==> src/rtl/serial_comp_pkg.sv <==
// Shared types and constants for the bit-serial two's-complement scheduler.
package serial_comp_pkg;

   localparam int unsigned LAB_W = 4;

   typedef enum logic [1:0] {
      ST_IDLE  = 2'd0,
      ST_SHIFT = 2'd1,
      ST_DONE  = 2'd2
   } state_t;

endpackage

==> src/rtl/serial_comp_scheduler_if.sv <==
// Request/result bus between the two requesters, the consumer and the scheduler.
interface serial_comp_scheduler_if
   import serial_comp_pkg::*;
#(
   parameter int unsigned W = LAB_W
);

   logic [1:0]   req;
   logic [W-1:0] din0;
   logic [W-1:0] din1;
   logic [1:0]   ack;
   logic         busy;
   logic         res_valid;
   logic [W-1:0] res_data;
   logic         res_id;
   logic         res_ready;

   modport master (
      output req, din0, din1, res_ready,
      input  ack, busy, res_valid, res_data, res_id
   );

   modport slave (
      input  req, din0, din1, res_ready,
      output ack, busy, res_valid, res_data, res_id
   );

endinterface

==> src/rtl/serial_comp_core.sv <==
// Bit-serial Mealy two's complement: LSB-first shift register plus a seen-a-one flag.
module serial_comp_core
   import serial_comp_pkg::*;
#(
   parameter int unsigned W = LAB_W
) (
   input  logic         clk,
   input  logic         rst_n,
   input  logic         load,
   input  logic         shift,
   input  logic [W-1:0] din,
   output logic [W-1:0] sr,
   output logic         last_step
);

   localparam int unsigned CW = $clog2(W + 1);

   logic          a_flag;
   logic [CW-1:0] count;
   logic          v_c;

   // Bits up to and including the first one pass through; later bits are inverted.
   assign v_c       = sr[0] ^ a_flag;
   assign last_step = (count == CW'(W - 1));

   always_ff @(posedge clk or negedge rst_n) begin
      if (!rst_n) begin
         sr     <= '0;
         a_flag <= 1'b0;
         count  <= '0;
      end else if (load) begin
         sr     <= din;
         a_flag <= 1'b0;
         count  <= '0;
      end else if (shift) begin
         sr     <= {v_c, sr[W-1:1]};
         a_flag <= a_flag | sr[0];
         count  <= count + CW'(1);
      end
   end

endmodule

==> src/rtl/serial_comp_scheduler.sv <==
// Round-robin arbiter and sequencer sharing one serial complement unit between two requesters.
module serial_comp_scheduler
   import serial_comp_pkg::*;
#(
   parameter int unsigned W = LAB_W
) (
   input  logic                    clk,
   input  logic                    rst_n,
   serial_comp_scheduler_if.slave  bus
);

   state_t       state;
   logic         last;
   logic         busy_q;
   logic         res_valid_q;
   logic         res_id_q;
   logic         winner_c;
   logic         any_req_c;
   logic         load_c;
   logic         shift_c;
   logic [W-1:0] din_sel_c;
   logic [W-1:0] sr;
   logic         last_step;

   // On a tie the requester that was not served last wins; reset leaves last=1.
   always_comb begin
      winner_c = bus.req[1];
      if (bus.req == 2'b11) begin
         winner_c = ~last;
      end
   end

   assign any_req_c = |bus.req;
   assign load_c    = (state == ST_IDLE) && any_req_c;
   assign shift_c   = (state == ST_SHIFT);
   assign din_sel_c = winner_c ? bus.din1 : bus.din0;

   // ack is combinational and forced low while reset is held.
   always_comb begin
      bus.ack = 2'b00;
      if (rst_n && load_c) begin
         bus.ack = winner_c ? 2'b10 : 2'b01;
      end
   end

   serial_comp_core #(.W(W)) u_core (
      .clk       (clk),
      .rst_n     (rst_n),
      .load      (load_c),
      .shift     (shift_c),
      .din       (din_sel_c),
      .sr        (sr),
      .last_step (last_step)
   );

   always_ff @(posedge clk or negedge rst_n) begin
      if (!rst_n) begin
         state       <= ST_IDLE;
         last        <= 1'b1;
         busy_q      <= 1'b0;
         res_valid_q <= 1'b0;
         res_id_q    <= 1'b0;
      end else begin
         case (state)
            ST_IDLE: begin
               if (any_req_c) begin
                  state    <= ST_SHIFT;
                  busy_q   <= 1'b1;
                  res_id_q <= winner_c;
                  last     <= winner_c;
               end
            end
            ST_SHIFT: begin
               if (last_step) begin
                  state       <= ST_DONE;
                  res_valid_q <= 1'b1;
               end
            end
            ST_DONE: begin
               if (bus.res_ready) begin
                  state       <= ST_IDLE;
                  busy_q      <= 1'b0;
                  res_valid_q <= 1'b0;
               end
            end
            default: begin
               state       <= ST_IDLE;
               busy_q      <= 1'b0;
               res_valid_q <= 1'b0;
            end
         endcase
      end
   end

   assign bus.busy      = busy_q;
   assign bus.res_valid = res_valid_q;
   assign bus.res_id    = res_id_q;
   assign bus.res_data  = sr;

endmodule
==> src/flat_wrapper.sv <==
// flat-port wrapper written by rule: the top's interface ports become plain ports
module serial_comp_scheduler_flat import serial_comp_pkg::*;
#(
   parameter int unsigned W = LAB_W
)
  (clk, rst_n, bus_req, bus_din0, bus_din1, bus_res_ready, bus_ack, bus_busy, bus_res_valid, bus_res_data, bus_res_id);
  serial_comp_scheduler_if #(.W(W)) bus_i ();
  input  logic clk;
  input  logic rst_n;
  input wire logic [$bits(bus_i.req)-1:0] bus_req;
  input wire logic [$bits(bus_i.din0)-1:0] bus_din0;
  input wire logic [$bits(bus_i.din1)-1:0] bus_din1;
  input wire logic [$bits(bus_i.res_ready)-1:0] bus_res_ready;
  output wire logic [$bits(bus_i.ack)-1:0] bus_ack;
  output wire logic [$bits(bus_i.busy)-1:0] bus_busy;
  output wire logic [$bits(bus_i.res_valid)-1:0] bus_res_valid;
  output wire logic [$bits(bus_i.res_data)-1:0] bus_res_data;
  output wire logic [$bits(bus_i.res_id)-1:0] bus_res_id;
  assign bus_i.req = bus_req;
  assign bus_i.din0 = bus_din0;
  assign bus_i.din1 = bus_din1;
  assign bus_i.res_ready = bus_res_ready;
  assign bus_ack = bus_i.ack;
  assign bus_busy = bus_i.busy;
  assign bus_res_valid = bus_i.res_valid;
  assign bus_res_data = bus_i.res_data;
  assign bus_res_id = bus_i.res_id;
  serial_comp_scheduler #(.W(W)) u_core (.clk(clk), .rst_n(rst_n), .bus(bus_i));
endmodule
==> config.mk <==
export PLATFORM = sky130hd
export DESIGN_NAME = serial_comp_scheduler_flat
export DESIGN_NICKNAME = d
export VERILOG_FILES = /design/src/rtl/serial_comp_pkg.sv /design/src/rtl/serial_comp_scheduler_if.sv /design/src/rtl/serial_comp_core.sv /design/src/rtl/serial_comp_scheduler.sv /design/src/flat_wrapper.sv
export SDC_FILE = /design/constraint.sdc
export NUM_CORES = 1
export LEC_CHECK = 0
export ABC_AREA = 1
export BUFFER_PORTS_ARGS = -buffer_cell sky130_fd_sc_hd__buf_4
export CELL_PAD_IN_SITES_DETAIL_PLACEMENT = 1
export CELL_PAD_IN_SITES_GLOBAL_PLACEMENT = 1
export CORE_MARGIN = 2
export CORE_UTILIZATION = 34
export DETAILED_ROUTE_END_ITERATION = 10
export PLACE_DENSITY = 0.81
export SYNTH_ARGS = -nofsm -noshare
export SYNTH_HDL_FRONTEND = slang
export SYNTH_HIERARCHICAL = 1
export SYNTH_SLANG_ARGS = --single-unit
==> constraint.sdc <==
create_clock -name clk -period 1.7 [get_ports clk]
set_input_delay 0.085 -clock clk [delete_from_list [all_inputs] [get_ports clk]]
set_output_delay 0.085 -clock clk [all_outputs]
set_load 0.05 [all_outputs]
==> qor.log <==
qor: die.die_width 49.8 um
qor: die.floorplan.die.height 49.8 um
qor: job.timing.max_cap.violations 0
qor: sta.finalCritPeriodShare 90.0%
qor: worst_hold_path.path_category_of_the_worst_min_delay_check in -> reg
qor: pwr.power.density 1940 nW/um2
qor: clock_network.clock_pin_slew_on_the_worst_setup_and_hold_paths 0.08 ns
qor: finish.synthesis_to_finish_area_growth 33.4%
qor: sta.fin_tns_setup 0 ns
qor: clock_network.cts_made_buffers 3
qor: global_routing.grt_antenna_before_repair 0
qor: clock_network.tritoncts built
qor: finish.antenna_fix_cells 0
qor: global_routing.grt_pass1_wl 3140 um
qor: placed_design.dpl.hpwl 1420 um
qor: synth.synth-xor-area-share 0%
qor: routing.detailedRoute.firstPassIterationCount 4
qor: worst_hold_path.whs_path_depth 3
qor: routing.vias 671
qor: synth.yosys.area_share.adder 5.27%
qor: synth.yosys.area_share.simple 35.0%
qor: die.fp.coreArea 1960 um2
qor: routing.drt_iter0_drc 6
qor: sta.timing_worst_slew_pin_value 0.415 ns
qor: clock_network.clkSinkCount 14
qor: finish.post_layout_nonfiller_instances 142
qor: worst_setup_path.ff2ff_path_depth 6
qor: placed_design.placed_cells_incl_taps 136
qor: synth.ys_types 17
qor: worst_hold_path.hold_path.startpoint bus_req[0]
qor: placed_design.place.port_buffers 21
qor: synth.portion_of_netlist_area_occupied_by_mux_cells 0%
qor: worst_setup_path.worst-path-max-fanout 6
qor: routing.route.detailed.vias_per_inst 4.73
qor: sta.timing.slew.headroom 72.3%
qor: routing.antenna_left 0
qor: synth.yosysSeqAreaShare 49.4%
qor: sta.fin_skew 0.00620 ns
qor: worst_setup_path.worst_r2r_startpoint u_core/state[0]
qor: clock_network.ctsRootBufferMaster sky130_fd_sc_hd__clkbuf_4
qor: sta.rsz0062_at_grt no
qor: sta.fmax 653 MHz
qor: die.start_util 36.3%
qor: routing.detail_route.wl_per_cell 13.0 um
qor: pwr.peakVddDrop 760 uV
qor: global_routing.global_route.overflow_total 0
qor: synth.netlist_top_cells_area sky130_fd_sc_hd__dfrtp_1, sky130_fd_sc_hd__nand2_1, sky130_fd_sc_hd__nand3_1
qor: synth.synthesis.instances 88
qor: synth.ys_warnings 6
qor: synth.synth-compound-area-share 5.62%
qor: clock_network.cts-htree-levels 1
qor: synth.syn_avg_cell_area 8.09 um2
qor: synth.ys_ff_latch 14
qor: sta.maxSlewViolCount 0
qor: finish.layout-drive-gt1-share 30.4%
qor: die.dieArea 2480 um2
qor: clock_network.clock_insertion_delay_worst_skew 0.28 ns
qor: worst_setup_path.worst_setup_path_end_kind primary output
qor: synth.syn_nets 104
qor: die.io-pin-count 22
qor: die.core.rowCount 16
qor: synth.synthesized_area 712 um2
qor: pwr.cellLeakagePower 0.000506 uW
qor: global_routing.maximum_number_of_pins_on_one_net_before_global_route_repair 16
qor: sta.finish_stage_setup_viols 0
qor: sta.fin_crit 1.53 ns
qor: worst_setup_path.worstPathRequired 1.62 ns
qor: worst_setup_path.worst_ep_arrival_time 1.45 ns
qor: worst_setup_path.timing_worst_setup_path_type reg -> out
qor: synth.yosys.area.top_type_share 45.7%
qor: synth.combinational_family_with_the_most_area_after_synthesis simple AND/OR/NAND/NOR gates
qor: finish.final_layout_net_count 132
qor: worst_setup_path.first_element_of_the_critical_path u_core/last
qor: clock_network.cts_buffer_depth 2
qor: synth.yosys.area.top_type sky130_fd_sc_hd__dfrtp_1
qor: outcome.result_of_the_run finished, final reports clean
qor: global_routing.grt_usage 17.1%
qor: sta.timing.final.hold_violations 0
qor: routing.post-route-drc-count 0
qor: routing.totalWireLength 1850 um
qor: worst_setup_path.start_kind flop
qor: placed_design.weighted_congestion_at_the_end_of_routability_driven_global_placement 0.764
qor: global_routing.vias_in_the_first_global_route 685
-- area by class of cell --
class | count | area [um2]
Tap cell | 27 | 33.8
Multi-Input combinational cell | 65 | 327
Clock buffer | 4 | 26.3
Fill cell | 270 | 1010
Timing Repair Buffer | 23 | 178
Inverter | 9 | 33.8
Sequential cell | 14 | 352
-- where the power goes --
group | total (uW) | internal, uW | switching, uW | leakage, uW
registers | 599 | 491 | 108 | 0.000171
clock network | 199 | 90.9 | 108 | 0.0000150
logic | 1050 | 331 | 716 | 0.000320
total | 1840 | 912 | 932 | 0.000506
-- sequential cells by signal, summed over array words and instances (netlist names) --
register and count:
u_core/state 2, u_core/bus.busy 1, u_core/bus.res_valid 1, u_core/u_core/sr 4
u_core/last 1, u_core/u_core/a_flag 1, u_core/u_core/count 3, u_core/bus.res_id 1
-- placed cells by master (no fill, tap or decap), drive strengths merged --
master,n
dlygate4sd3,2
nand2,39
ha,3
dfrtp,13
nor2,6
buf,21
clkbuf,4
nand3,9
o31ai,1
dfstp,1
o21ai,5
nor3,1
inv,9
nand3b,1
-- layer usage --
layer / vias up / wire [um] / GRT usage [%]
met1: 324 / 791 / 19.8
met2: 14 / 995 / 30.9
li1: 331 / - / -
met4: 0 / 19 / 9.72
met5: - / 0 / 0
met3: 2 / 41 / 0.909
-- kinds of logic after synthesis --
group,after synthesis
AOI/OAI and AO/OA,6
adders and majority gates,3
buffers and inverters,9
DFF,14
and+or+nand+nor,56
-- critical path, cell delays in order (launching register included) --
cell,delay [ns]
sky130_fd_sc_hd__dfstp_2,0.54
sky130_fd_sc_hd__nand2_1,0.06
sky130_fd_sc_hd__nand2_2,0.11
sky130_fd_sc_hd__inv_2,0.08
sky130_fd_sc_hd__nor3_2,0.16
sky130_fd_sc_hd__buf_4,0.22
-- through the flow --
step / setup WS, ns / area, um2 / hold slack [ns] / util [%] / total power (uW)
after floorplan: 0.250 / 712 / -0.211 / - / 1330
after global routing: 0.0789 / 950 / 0.109 / 48.4 / 1990
final: 0.169 / 950 / 0.100 / 48.4 / 1840
after CTS: 0.153 / 950 / 0.0976 / 48.4 / 1860
after global placement: 0.434 / 903 / -0.0512 / 46.0 / 1600
after detailed placement: 0.364 / 903 / -0.0513 / 46.0 / 1650
-- cells in the mapped netlist, drive strengths merged --
cell    number
o31ai        1
ha           3
nand3        9
nand3b       1
nor2         6
o21ai        5
dfstp        1
nor3         1
inv          9
dfrtp       13
nand2       39
-- worst paths after layout --
check | to | slack, ns
hold / removal | u_core/state[0] | 0.10
hold reg to reg | u_core/last | 0.48
setup reg to reg | u_core/u_core/sr[0] | 0.35
max in group asynchronous | u_core/last | 1.24
min in group asynchronous | u_core/u_core/a_flag | 0.21
setup / recovery | bus_ack[0] | 0.17
-- timing repair --
action	in CTS	in global routing
hold buffers	2	0
setup endpoints to repair	0	0
hold endpoints to repair	15	0
setup buffers	0	0
resized for setup	0	0
(Power assumes the default switching activity.)
